### src/rtl/sort_loader_pkg.sv
// Shared definitions for the sort loader: FSM state encoding and the header address.
package sort_loader_pkg;

    typedef enum logic [2:0] {
        ST_IDLE     = 3'd0,
        ST_LOAD     = 3'd1,
        ST_HDR      = 3'd2,
        ST_START    = 3'd3,
        ST_WAIT_BEG = 3'd4,
        ST_WAIT_END = 3'd5,
        ST_DONE     = 3'd6
    } state_e;

    localparam int unsigned HDR_ADDR = 0;

endpackage

### src/rtl/sort_loader_sat_counter.sv
// Saturating up-counter: clear forces the base to zero, enable adds one unless already at all-ones.
module sat_counter #(
    parameter int W = 8
) (
    input  logic         clk,
    input  logic         rstn,
    input  logic         clr_i,
    input  logic         en_i,
    output logic [W-1:0] q_o
);

    logic [W-1:0] q_q;
    logic [W-1:0] q_d;
    logic [W-1:0] base_s;

    // Next value; clear and enable together yields 1 so a fresh batch can start counting at once.
    always_comb begin
        base_s = clr_i ? '0 : q_q;
        if (en_i && (base_s != {W{1'b1}})) begin
            q_d = base_s + W'(1);
        end else begin
            q_d = base_s;
        end
    end

    // Counter register.
    always_ff @(posedge clk or negedge rstn) begin
        if (!rstn) begin
            q_q <= '0;
        end else begin
            q_q <= q_d;
        end
    end

    assign q_o = q_q;

endmodule

### src/rtl/sort_loader.sv
// Loads a word stream into the sort memory, writes the count header, starts and tracks the sort engine.
// Optional SORT_LOADER_CYCCNT_EN adds a sort_cycles output measuring sort duration.
module sort_loader
    import sort_loader_pkg::*;
#(
    parameter int DW = 32,
    parameter int AW = 8
) (
    input  logic          clk,
    input  logic          rstn,
    input  logic          in_valid,
    output logic          in_ready,
    input  logic [DW-1:0] in_data,
    input  logic          in_last,
    output logic          mem_own,
    output logic          mem_we,
    output logic [AW-1:0] mem_addr,
    output logic [DW-1:0] mem_din,
    output logic          run,
    input  logic          done_rev,
    output logic          busy,
    output logic          ovf,
    output logic          sort_done,
    output logic [AW-1:0] n_out
`ifdef SORT_LOADER_CYCCNT_EN
    ,
    output logic [31:0]   sort_cycles
`endif
);

    state_e        state_q, state_d;
    logic          ovf_q, ovf_d;
    logic [AW-1:0] n_out_q, n_out_d;
    logic [AW-1:0] cnt_s;
    logic          cnt_clr_s, cnt_en_s;
    logic          accept_s, drop_s;

    assign in_ready = rstn & ((state_q == ST_IDLE) | (state_q == ST_LOAD));
    assign accept_s = in_valid & in_ready;

    sat_counter #(.W(AW)) u_cnt (
        .clk   (clk),
        .rstn  (rstn),
        .clr_i (cnt_clr_s),
        .en_i  (cnt_en_s),
        .q_o   (cnt_s)
    );

    // Next-state and output decode; the write port is combinational so a beat is stored on its accept edge.
    always_comb begin
        state_d   = state_q;
        ovf_d     = ovf_q;
        n_out_d   = n_out_q;
        mem_own   = 1'b1;
        mem_we    = 1'b0;
        mem_addr  = '0;
        mem_din   = '0;
        run       = 1'b0;
        sort_done = 1'b0;
        cnt_clr_s = 1'b0;
        cnt_en_s  = 1'b0;
        drop_s    = 1'b0;
        case (state_q)
            ST_IDLE: begin
                mem_addr = AW'(1);
                mem_din  = in_data;
                mem_we   = accept_s;
                if (accept_s) begin
                    ovf_d     = 1'b0;
                    cnt_clr_s = 1'b1;
                    cnt_en_s  = 1'b1;
                    state_d   = in_last ? ST_HDR : ST_LOAD;
                end else begin
                    state_d = ST_IDLE;
                end
            end
            ST_LOAD: begin
                drop_s   = (cnt_s == {AW{1'b1}});
                mem_addr = cnt_s + AW'(1);
                mem_din  = in_data;
                mem_we   = accept_s & ~drop_s;
                if (accept_s) begin
                    ovf_d    = ovf_q | drop_s;
                    cnt_en_s = ~drop_s;
                    state_d  = in_last ? ST_HDR : ST_LOAD;
                end else begin
                    state_d = ST_LOAD;
                end
            end
            ST_HDR: begin
                mem_we   = 1'b1;
                mem_addr = AW'(HDR_ADDR);
                mem_din  = DW'(cnt_s);
                n_out_d  = cnt_s;
                state_d  = ST_START;
            end
            ST_START: begin
                mem_own = 1'b0;
                run     = 1'b1;
                state_d = ST_WAIT_BEG;
            end
            ST_WAIT_BEG: begin
                mem_own = 1'b0;
                state_d = done_rev ? ST_WAIT_END : ST_WAIT_BEG;
            end
            ST_WAIT_END: begin
                mem_own = 1'b0;
                state_d = done_rev ? ST_DONE : ST_WAIT_END;
            end
            ST_DONE: begin
                mem_own   = 1'b0;
                sort_done = 1'b1;
                state_d   = ST_IDLE;
            end
            default: begin
                state_d = ST_IDLE;
            end
        endcase
    end

    // State, overflow flag and latched element count.
    always_ff @(posedge clk or negedge rstn) begin
        if (!rstn) begin
            state_q <= ST_IDLE;
            ovf_q   <= 1'b0;
            n_out_q <= '0;
        end else begin
            state_q <= state_d;
            ovf_q   <= ovf_d;
            n_out_q <= n_out_d;
        end
    end

    assign busy  = (state_q != ST_IDLE);
    assign ovf   = ovf_q;
    assign n_out = n_out_q;

`ifdef SORT_LOADER_CYCCNT_EN
    logic        cyc_clr_s, cyc_en_s;
    logic [31:0] cyc_cnt_s;
    logic [31:0] sort_cycles_q;

    assign cyc_clr_s = (state_q == ST_START);
    assign cyc_en_s  = (state_q == ST_WAIT_BEG) | (state_q == ST_WAIT_END);

    sat_counter #(.W(32)) u_cyc (
        .clk   (clk),
        .rstn  (rstn),
        .clr_i (cyc_clr_s),
        .en_i  (cyc_en_s),
        .q_o   (cyc_cnt_s)
    );

    // Capture the sort duration while in DONE; the counter is frozen there.
    always_ff @(posedge clk or negedge rstn) begin
        if (!rstn) begin
            sort_cycles_q <= 32'd0;
        end else if (state_q == ST_DONE) begin
            sort_cycles_q <= cyc_cnt_s;
        end else begin
            sort_cycles_q <= sort_cycles_q;
        end
    end

    assign sort_cycles = sort_cycles_q;
`endif

endmodule

### config.mk
export PLATFORM = sky130hd
export DESIGN_NAME = sort_loader
export DESIGN_NICKNAME = d
export VERILOG_FILES = /design/src/rtl/sort_loader_pkg.sv /design/src/rtl/sort_loader_sat_counter.sv /design/src/rtl/sort_loader.sv
export SDC_FILE = /design/constraint.sdc
export NUM_CORES = 1
export LEC_CHECK = 0
export ABC_CLOCK_PERIOD_IN_PS = 2950
export BUFFER_PORTS_ARGS = -buffer_cell sky130_fd_sc_hd__buf_4
export CELL_PAD_IN_SITES_DETAIL_PLACEMENT = 1
export CELL_PAD_IN_SITES_GLOBAL_PLACEMENT = 1
export CORE_ASPECT_RATIO = 1.75
export CORE_MARGIN = 3
export CORE_UTILIZATION = 29
export DETAILED_ROUTE_END_ITERATION = 10
export GPL_ROUTABILITY_DRIVEN = 0
export PLACE_DENSITY = 0.86
export SYNTH_ARGS = -nofsm -noshare
export SYNTH_HDL_FRONTEND = slang
export SYNTH_SLANG_ARGS = --single-unit
export TNS_END_PERCENT = 100
### constraint.sdc
create_clock -name clk -period 2.95 [get_ports clk]
set_input_delay 0.4425 -clock clk [delete_from_list [all_inputs] [get_ports clk]]
set_output_delay 0.4425 -clock clk [all_outputs]
set_load 0.05 [all_outputs]
==> flow_summary.toml, run 1 <==
[die]
pin_count = 92
die_w_um = 58.9
coreArea_mm2 = 0.00471
start_util_pct = 30.2
dieHeight_um = 98.6
die_area_mm2 = 0.00581
std_cell_rows = 33

[sta]
slew_headroom_pct = 55.5
period_share_pct = 85.0
period_needed_ns = 2.51
rsz0062_at_grt = "no"
tns_ns = 0
hold_viol_final = 0
tightest_slew_ns = 0.668
finalSetupViolations = 0
max_clock_freq_ghz = 0.399
skew_ns = 0.00152
drv_slew = 0

[finish]
finalInstanceArea_mm2 = 0.00220
n_fill_cell = 577
drive_above_1_share_pct = 46.5
syn2layout_area_growth_pct = 55.2
antenna_cells = 0
nNetsFinal = 285

[job]
max_cap_viol_count = 0

[worst_setup_path]
startpoint_type = "flop"
worstSetupPathType = "flop to output port"
cp.arrival_ns = 2.06
critPathMaxFanout = 8
cp-end-kind = "output port"
r2r_setup_slack_ns = 0.47
cp.required_ns = 2.51

[cts]
htree_levels = 1
clk_latency_ns = 0.26
cts_hold_buffers = 0
ctsResizeCount = 0
ctsLongestPathBuffers = 2
clock-sinks = 20
cts_root_buf = "clkbuf_8"
cts_setup_buffers = 0
numCtsBuffers = 3
clkTransAtPathRegs_ns = 0.07
cts_tree = "yes"

[routing]
drtIter0Drc = 31
wirelength_mm = 4.77
vias = 1534
wl_per_cell_um = 16.0
drc = 0
first_pass_iters = 4
drt-vias-per-instance = 5.16
postRouteAntennaNets = 0

[status]
status = "completed"

[yosys]
synth_area_per_cell_um2 = 8.93
syn_nets = 198
async_flop_share_pct = 100
ys_ff_latch = 20
synth_cell_types = 40
ys.flop_type = "dfrtp_1"
syn_area_mm2 = 0.00142
ys.warnings.count = 0
synthCells = 159
synth_edf_count = 0
synth_seq_area_share_pct = 35.2

[global_route]
antenna_found_initial = 0
grt_pass1_wl_mm = 7.49
grt_max_degree = 36
grt_overflow_total = 0
groute.usage.overall_pct = 16.3
grt_pass1_vias = 1559

[worst_hold_path]
hold_class = "primary input to async pin"

[place]
portBuffers = 91
dp.final_hpwl_mm = 3.77
post_dp_cell_area_mm2 = 0.00213
[layout make-up]
type                       instances  area, µm²  area share [%]
inverter                           3       11.3           0.511
clock inverter                     1       30.0            1.36
sequential                        20        500            22.7
clock buffer                       3       41.3            1.87
timing repair buffer              95        713            32.4
multi-input combinational        123        842            38.2
tap                               52       65.1            2.95
[per-layer routing]
metal	track usage, %	vias to the layer above	part of all wire [%]
li1	-	730	-
met1	17.0	729	35
met2	31.0	69	54
met3	3.01	6	8.5
met4	5.24	0	1.6
met5	0	-	0
[metrics by stage]
step	util (%)	setup WS (ns)	std cells	hold WS, ns
3_5_place_dp	45.3	0.558	293	0.465
5_1_grt	46.8	0.289	297	0.201
6_report	46.8	0.443	297	0.183
2_1_floorplan	-	0.619	159	0.147
4_1_cts	46.8	0.440	297	0.186
3_3_place_gp	45.3	0.645	293	0.464
[worst max-delay path, cell delays in order, from the launching register on]
cell and delay (ns):
dfrtp_1 0.50, ha_1 0.31, nand3_1 0.21, or3_1 0.36
a21oi_1 0.19, buf_4 0.23
[cell families after synthesis]
| group | count (synthesis) | synth area share (%) |
|---|---|---|
| compound gates | 34 | 16.9 |
| xor+xnor | 5 | 3.08 |
| fa+ha+maj | 2 | 1.76 |
| buf+inv | 16 | 5.64 |
| flops | 20 | 35.2 |
| mux | 11 | 8.63 |
| simple gates | 71 | 28.7 |
[synth_stat cells (2+ instances only)]
| cell type | number | area [µm²] |
|---|---|---|
| and2_1 | 26 | 163 |
| dfrtp_1 | 20 | 500 |
| nor2_1 | 15 | 56.3 |
| mux2_2 | 10 | 113 |
| a22o_1 | 8 | 70.1 |
| nand2_1 | 8 | 30.0 |
| a21oi_1 | 7 | 35.0 |
| buf_2 | 6 | 30.0 |
| nand3_1 | 6 | 30.0 |
| o21ai_0 | 6 | 30.0 |
| clkbuf_1 | 4 | 15.0 |
| inv_1 | 3 | 11.3 |
| o211ai_1 | 3 | 22.5 |
| xnor2_1 | 3 | 26.3 |
| a211o_1 | 2 | 17.5 |
| ha_1 | 2 | 25.0 |
| nand4_1 | 2 | 12.5 |
| nor2b_1 | 2 | 12.5 |
| o2111ai_1 | 2 | 17.5 |
| o31ai_1 | 2 | 15.0 |
| or3_1 | 2 | 12.5 |
| xor2_1 | 2 | 17.5 |
[sequential cells by signal (all words and copies together), names as in the netlist]
name and flops:
n_out 8, u_cnt.q_o 8, state_q 3, ovf 1
[placed cells by master, fill, tap and decap left out, types with 6 or more instances in the layout]
cell type,count
nand2_1,8
o21ai_0,6
a22o_1,8
buf_4,95
nor2_1,14
mux2_2,10
a21oi_1,7
and2_1,26
nand3_1,6
dfrtp_1,20
[worst paths after layout]
kind / startpoint / endpoint / depth (start not counted)
max in group asynchronous: rstn / state_q[2] / 2
hold reg to reg: n_out[6] / n_out[6] / 1
setup reg to reg: state_q[2] / u_cnt.q_o[4] / 9
min in group clk: in_last / state_q[1] / 2
setup / recovery: u_cnt.q_o[0] / mem_addr[6] / 5
hold / removal: rstn / n_out[5] / 2
Power of run 1 is not shown: default switching activity piles up to over one toggle a cycle in this logic, so the estimate is an artifact.
==> run 2, diff against run 1 <==
--- a/config.mk
+++ b/config.mk
@@ -5,7 +5,7 @@
 export SDC_FILE = /design/constraint.sdc
 export NUM_CORES = 1
 export LEC_CHECK = 0
-export ABC_CLOCK_PERIOD_IN_PS = 2950
+export ABC_CLOCK_PERIOD_IN_PS = 2600
 export BUFFER_PORTS_ARGS = -buffer_cell sky130_fd_sc_hd__buf_4
 export CELL_PAD_IN_SITES_DETAIL_PLACEMENT = 1
 export CELL_PAD_IN_SITES_GLOBAL_PLACEMENT = 1
==> constraint.sdc (replaced) <==
create_clock -name clk -period 2.6 [get_ports clk]
set_input_delay 0.39 -clock clk [delete_from_list [all_inputs] [get_ports clk]]
set_output_delay 0.39 -clock clk [all_outputs]
set_load 0.05 [all_outputs]
==> run 2 against run 1 <==
Net effect: count of clock-buffer cells in the layout rose by 1; largest cell class unchanged; non-clock buffer count rose by 2; critical path depth did not move; wire length rose by 2.2%.
==> flow_summary.toml, run 2 (synthesis results as in run 1) <==
[worst_setup_path]
cp-end-kind = "output port"
worstSetupPathType = "flop to output port"
worstSetupStartpoint = "u_cnt.q_o[0]"
critPathMaxFanout = 8
cp.arrival_ns = 1.94
cp.required_ns = 2.21
r2r_end = "u_cnt.q_o[4]"
reg2reg_from = "state_q[1]"
endpoint = "mem_addr[6]"
startpoint_type = "flop"
r2r_setup_slack_ns = 0.29
worstRegToRegCells = 8

[sta]
tns_ns = 0
period_share_pct = 89.7
hold_viol_final = 0
slew_headroom_pct = 68.8
period_needed_ns = 2.33
max_clock_freq_ghz = 0.429
tightest_slew_ns = 0.467
setup_ws_ns = 0.267
hold_slack_ns = 0.118
drv_slew = 0
rsz0062_at_grt = "no"
finalSetupViolations = 0
skew_ns = 0.00390

[die]
die_w_um = 58.9
start_util_pct = 30.2
std_cell_rows = 33
coreArea_mm2 = 0.00471
die_area_mm2 = 0.00581
pin_count = 92
dieHeight_um = 98.6

[global_route]
groute.usage.overall_pct = 16.4
grt_max_degree = 26
grt_pass1_vias = 1589
antenna_found_initial = 0
grt_overflow_total = 0
grt_pass1_wl_mm = 7.62

[finish]
syn2layout_area_growth_pct = 55.1
drive_above_1_share_pct = 47.0
layout_common_cells = "buf_4 (97), and2_1 (26), dfrtp_1 (20)"
multi_input_area_um2 = 842
antenna_cells = 0
mostFrequentLayoutCell = "buf_4"
nNetsFinal = 287
final-seq-area_um2 = 500
n_fill_cell = 608
finalInstanceArea_mm2 = 0.00220

[place]
dp.final_hpwl_mm = 3.90
dp_slack_ns = 0.351
post_dp_cell_area_mm2 = 0.00215
portBuffers = 91

[cts]
ctsLongestPathBuffers = 2
ctsResizeCount = 0
cts_tree = "yes"
clk_latency_ns = 0.26
cts_hold_buffers = 0
clock-sinks = 20
clkTransAtPathRegs_ns = 0.08
numCtsBuffers = 3
htree_levels = 1
cts_setup_buffers = 0
cts_root_buf = "clkbuf_8"

[routing]
drc = 0
first_pass_iters = 4
wirelength_mm = 4.87
vias = 1553
drt-vias-per-instance = 5.19
postRouteAntennaNets = 0
wl_per_cell_um = 16.3
drtIter0Drc = 27

[job]
max_cap_viol_count = 0

[status]
status = "completed"

[worst_hold_path]
hold_class = "primary input to async pin"
[run 2: cell count changes in the layout (fill, tap and decap cells not counted)]
cell,change
bufinv_16,-1
buf_4,+2
clkbuf_8,+1
[run 2: layout make-up]
class | instances | share of cell area [%]
multi-input cells | 123 | 38.2
repair buffers | 97 | 33.1
flip-flops and latches | 20 | 22.7
well taps | 52 | 2.95
clock buffers | 4 | 2.50
inverters | 3 | 0.511
[run 2: worst min path at each step]
stage,start,endpoint,slack (ns),cells past startpoint
2_1_floorplan,rstn,n_out[0],0.09,0
3_3_place_gp,rstn,u_cnt.q_o[6],0.41,2
3_5_place_dp,rstn,u_cnt.q_o[7],0.42,2
4_1_cts,rstn,u_cnt.q_o[7],0.13,2
5_1_grt,rstn,n_out[6],0.14,2
6_report,rstn,u_cnt.q_o[7],0.12,2
[run 2: through the flow]
| stage | std cells | utilization [%] |
|---|---|---|
| final | 299 | 46.8 |
| after floorplan | 159 | - |
| after global routing | 299 | 46.8 |
| after CTS | 299 | 46.8 |
| after detailed placement | 295 | 45.6 |
| after global placement | 295 | 45.6 |
[run 2: layer usage]
layer	vias to the layer above	wire length [µm]	track usage, %
met5	-	0	0
met4	0	122	5.93
met3	9	421	3.67
met2	66	2610	31.3
met1	744	1720	16.4
li1	734	-	-
[run 2: worst max-delay path, cell delays in order (launching register included)]
cell     delay [ns]
dfrtp_1        0.49
ha_1           0.29
nand3_1        0.18
or3_1          0.35
a21oi_1        0.16
buf_4          0.22
Power of run 2 is left out for the same reason.
